<file path="src/rtl/uart_pkg.sv">
// rtl/uart_pkg.sv - shared UART definitions for the transmit and receive sides
package uart_pkg;

    typedef enum logic [2:0] {
        IDLE,
        START,
        DATA,
        PARITY,
        STOP
    } tx_state_t;

    localparam logic START_BIT            = 1'b0;
    localparam logic STOP_BIT             = 1'b1;
    localparam int   FRAME_BITS           = 11;
    localparam int   DEFAULT_CLKS_PER_BIT = 8;

    // Even parity: XOR of the data bits keeps the total count of ones even.
    function automatic logic even_parity(input logic [7:0] data);
        return ^data;
    endfunction

endpackage

</file>
<file path="src/rtl/uart_baud_tick.sv">
// rtl/uart_baud_tick.sv - mod-N bit-period counter producing a one-cycle tick
module uart_baud_tick #(
    parameter int CLKS_PER_BIT = 8
) (
    input  logic i_clk,
    input  logic i_reset,
    input  logic i_clear,
    output logic o_tick
);

    localparam int CNT_W = (CLKS_PER_BIT > 1) ? $clog2(CLKS_PER_BIT) : 1;
    localparam logic [CNT_W-1:0] LAST = CNT_W'(CLKS_PER_BIT - 1);

    logic [CNT_W-1:0] count;

    always_ff @(posedge i_clk or negedge i_reset) begin
        if (!i_reset) begin
            count <= '0;
        end else if (i_clear || count == LAST) begin
            count <= '0;
        end else begin
            count <= count + CNT_W'(1);
        end
    end

    assign o_tick = (count == LAST);

endmodule

</file>
<file path="src/rtl/uart_transmitter.sv">
// rtl/uart_transmitter.sv - serialises one byte into start/8 data/even parity/stop frame
module uart_transmitter
    import uart_pkg::*;
#(
    parameter int CLKS_PER_BIT = DEFAULT_CLKS_PER_BIT,
    parameter int DATA_W       = 8
) (
    input  logic              i_clk,
    input  logic              i_reset,
    input  logic [DATA_W-1:0] i_datain,
    input  logic              i_valid,
    output logic              o_ready,
    output logic              o_dataout,
    output logic              o_done
);

    tx_state_t         state, state_nxt;
    logic [DATA_W-1:0] shreg, shreg_nxt;
    logic [2:0]        bit_cnt, bit_cnt_nxt;
    logic              parity, parity_nxt;
    logic              dout_nxt;
    logic              tick;
    logic              accept;

    assign o_ready = (state == IDLE);
    assign accept  = i_valid && o_ready;

    // Clearing the timer on accept aligns every bit boundary to the accept edge.
    uart_baud_tick #(
        .CLKS_PER_BIT(CLKS_PER_BIT)
    ) u_baud_tick (
        .i_clk   (i_clk),
        .i_reset (i_reset),
        .i_clear (accept),
        .o_tick  (tick)
    );

    always_comb begin
        state_nxt   = state;
        shreg_nxt   = shreg;
        bit_cnt_nxt = bit_cnt;
        parity_nxt  = parity;
        dout_nxt    = o_dataout;
        o_done      = 1'b0;
        case (state)
            IDLE: begin
                dout_nxt = STOP_BIT;
                if (accept) begin
                    state_nxt  = START;
                    shreg_nxt  = i_datain;
                    parity_nxt = even_parity(i_datain);
                    dout_nxt   = START_BIT;
                end
            end
            START: begin
                if (tick) begin
                    state_nxt   = DATA;
                    dout_nxt    = shreg[0];
                    shreg_nxt   = shreg >> 1;
                    bit_cnt_nxt = '0;
                end
            end
            DATA: begin
                if (tick) begin
                    bit_cnt_nxt = bit_cnt + 3'd1;
                    if (bit_cnt == 3'(DATA_W - 1)) begin
                        state_nxt = PARITY;
                        dout_nxt  = parity;
                    end else begin
                        dout_nxt  = shreg[0];
                        shreg_nxt = shreg >> 1;
                    end
                end
            end
            PARITY: begin
                if (tick) begin
                    state_nxt = STOP;
                    dout_nxt  = STOP_BIT;
                end
            end
            STOP: begin
                if (tick) begin
                    state_nxt = IDLE;
                    o_done    = 1'b1;
                end
            end
            default: begin
                state_nxt = IDLE;
                dout_nxt  = STOP_BIT;
            end
        endcase
    end

    always_ff @(posedge i_clk or negedge i_reset) begin
        if (!i_reset) begin
            state     <= IDLE;
            shreg     <= '0;
            bit_cnt   <= '0;
            parity    <= 1'b0;
            o_dataout <= STOP_BIT;
        end else begin
            state     <= state_nxt;
            shreg     <= shreg_nxt;
            bit_cnt   <= bit_cnt_nxt;
            parity    <= parity_nxt;
            o_dataout <= dout_nxt;
        end
    end

endmodule

</file>
<file path="config.mk">
export PLATFORM = sky130hd
export DESIGN_NAME = uart_transmitter
export DESIGN_NICKNAME = d
export VERILOG_FILES = /design/src/rtl/uart_pkg.sv /design/src/rtl/uart_baud_tick.sv /design/src/rtl/uart_transmitter.sv
export SDC_FILE = /design/constraint.sdc
export NUM_CORES = 1
export LEC_CHECK = 0
export ABC_AREA = 0
export BUFFER_PORTS_ARGS = -buffer_cell sky130_fd_sc_hd__buf_2
export CAP_MARGIN = 25
export CORE_UTILIZATION = 55
export CTS_BUF_LIST = sky130_fd_sc_hd__clkbuf_16
export CTS_CLUSTER_SIZE = 25
export DETAILED_ROUTE_END_ITERATION = 16
export PLACE_DENSITY_LB_ADDON = 0.25
export SLEW_MARGIN = 20
export SYNTH_ARGS = -nofsm -noshare
export SYNTH_HDL_FRONTEND = slang
export SYNTH_SLANG_ARGS = --single-unit
</file>
<file path="constraint.sdc">
create_clock -name i_clk -period 3.9 [get_ports i_clk]
set_input_delay 0.195 -clock i_clk [delete_from_list [all_inputs] [get_ports i_clk]]
set_output_delay 0.195 -clock i_clk [all_outputs]
set_load 0.02 [all_outputs]
</file>
==> run metrics <==
status complete, no violations; # clock sinks 19; Pint 618.6 uW; cell count after placement 138; syn nets 121; number of global-route vias before repair 784; Worst R2R Path Depth 6; Antenna Nets Post-Route 0; arrival time at the worst endpoint 2.00 ns; Tot GR Track Use 22.66%; # diodes 0; Mapped Area 1089 um2; Hold Violations, Final 0; Seq pwr share 38.8%; crit-path max FO 16; H-tree depth 1; Final Max Slew Viols 0; Routed WL 1948 um; commonest cells in the netlist dfrtp_1, nor2_1, a21oi_1; worst skew pair latency 0.25 ns; CTS clk-pin slew, worst paths 0.05 ns; DRC Markers 0; Post-synth EDFFs 0; first-pass iteration count of the detailed router 2; CP required 4.07 ns; top-area cell type share of the netlist area 41.38%; via count 795; input/output buffers 13; CP max-delay cell a31oi_4; postcts setup bufs 0; die width 46.49 um; first-pass GRT wire length 3381 um; DP HPWL 1380 um; Area Overhead vs Synth 13.45%; P_sw 349.8 uW; clk buf depth 2; crit-path most repeated cell ha_1; Max-Cap Viols 0; slew at the pin with the worst max-slew slack 0.4917 ns; CTS tree built; FMAX 0.5461 GHz; die height 46.49 um; Seq/Total Area, Yosys 43.79%; Ports 14; drt via density 5.559; Detailed Route Iter0 Violations 8; fin crit share 46.96%; final setup margin 2.069 ns; core area 1783 um2; Max IR drop VDD 470.7 uV; cts bufs inserted 3; critical path endpoint category register; Worst path top cell family by delay compound AO/OA/AOI/OAI gates; WP buf/inv 0; Hold Path Depth 3; NumNets Final 134; Clock power frac 21.4%; max_slew headroom 67.22%; synthesized instance count 106; Async S/R FF share, synth 100.0%; CP Class register to register; initial antenna violation count 0; clock root cell clkbuf_16; hold_buf cts 1; most numerous cell in the Yosys netlist dfrtp_1; top cells by area, synth dfrtp_1, mux2i_1, xnor2_1; GP Congestion 0.7523; Pleak 0.0005355 uW; Yosys warning total 0; die area 2161 um2; Final setup viols 0; Tmin final 1.831 ns; share of post-route cells with drive strength above 1 22.03%; row count 15; Post-Syn Area per Cell 10.27 um2; PD cells 784.2 nW/um2; crit-path cells ha_1, ha_1, nand4bb_1, a31oi_4, nor2_1, a21oi_1; worst hold path type primary input to register; DR WL/cell 13.62 um; pin count of the biggest net entering global routing 20; post-CTS sizing 0; Sw Share 36.12%; DP Area 1145 um2; setup TNS 0 ns; final non-filler cell total 143; dpl ws 2.059 ns; Netlist cell types 32; Initial Util 61.05%; combinational power share 39.8%; top_reg_cell synth dfrtp_1; largest area contributor in the netlist dfrtp_1; RSZ-0062 raised after global routing no; cell area after layout 1235 um2; CP Depth 6; Final Skew 0.004295 ns; Worst setup SP type register; total congestion overflow 0; CP max stage delay 0.44 ns; Seq cells post-synth 19
logic make-up (layout without fill, tap and decap cells):
| group | after synthesis | after routing | share of synthesized area (%) |
|---|---|---|---|
| simple gates | 37 | 37 | 18.51 |
| compound gates | 22 | 22 | 14.83 |
| flops | 19 | 19 | 43.79 |
| xor+xnor | 8 | 8 | 6.437 |
| mux | 8 | 8 | 7.471 |
| buf+inv | 8 | 20 | 4.368 |
| fa+ha+maj | 4 | 4 | 4.598 |
worst min-delay path: stages:
cell and delay (ns):
buf_2 0.10, nand3b_1 0.07, o21ai_0 0.07
path summary, 6_finish.rpt:
path                                 startpoint              endpoint  slack [ns]
setup / recovery           u_baud_tick.count[0]              shreg[4]        2.07
hold / removal                      i_datain[7]              shreg[7]        0.22
setup reg to reg           u_baud_tick.count[0]              shreg[4]        2.07
hold reg to reg            u_baud_tick.count[0]  u_baud_tick.count[0]        0.44
max in group asynchronous               i_reset             o_dataout        3.14
min in group asynchronous               i_reset              state[2]        0.43
cell usage in the layout (no fill, tap or decap):
master,instances
mux2i_1,7
and3_1,2
nand4bb_1,1
clkinv_2,1
o22ai_1,1
a21oi_2,2
o221a_2,1
buf_2,13
nor2_1,13
xnor2_1,8
or3b_4,1
dfrtp_1,18
nor3_1,3
and2_1,2
a21oi_1,9
a22o_1,5
a31oi_1,1
mux2_2,1
nor3b_1,1
or2_2,1
nand2_1,5
nand2b_1,2
ha_1,4
dfstp_2,1
a31oi_4,1
dlygate4sd3_1,1
clkbuf_16,3
o21ai_0,2
nor2b_1,1
inv_1,2
nor4_1,2
nand3b_1,2
nor2_4,1
registers in the layout, summed over array words and instances, names as in the netlist:
signal,flops
u_baud_tick.count,3
state,3
bit_cnt,3
parity,1
shreg,8
o_dataout,1
power groups by stage:
stage	Combinational, uW	Clock, uW	Sequential (uW)
after floorplan	351	0	340
after global placement	372	0	374
after detailed placement	384	0	378
after CTS	389	213	375
after global routing	441	223	389
final	385	207	376
through the flow:
stage                     total power, uW  hold WS [ns]  utilization, %
after floorplan                     691.1       -0.1006               -
after global placement              745.3        0.1552           64.21
after detailed placement            762.2        0.1540           64.21
after CTS                           977.8        0.2261           69.26
after global routing                 1052        0.2752           69.26
final                               968.4        0.2232           69.26
final cells by class:
| cell class | count | area (um2) |
|---|---|---|
| fill | 141 | 548.0 |
| clock buffer | 3 | 75.07 |
| inverter | 2 | 7.507 |
| sequential | 19 | 476.7 |
| tap | 25 | 31.28 |
| timing repair buffer | 14 | 75.07 |
| multi-input combinational | 79 | 564.3 |
| clock inverter | 1 | 5.005 |
routing by layer:
layer / vias up / part of all wire [%] / global-route usage [%]
met5: - / 0 / 0
met4: 0 / 0.62 / 11.18
li1: 398 / - / -
met1: 385 / 47 / 28.75
met3: 2 / 1.8 / 3.529
met2: 10 / 51 / 36.94
No activity file was read; power rests on OpenSTA's default activity.
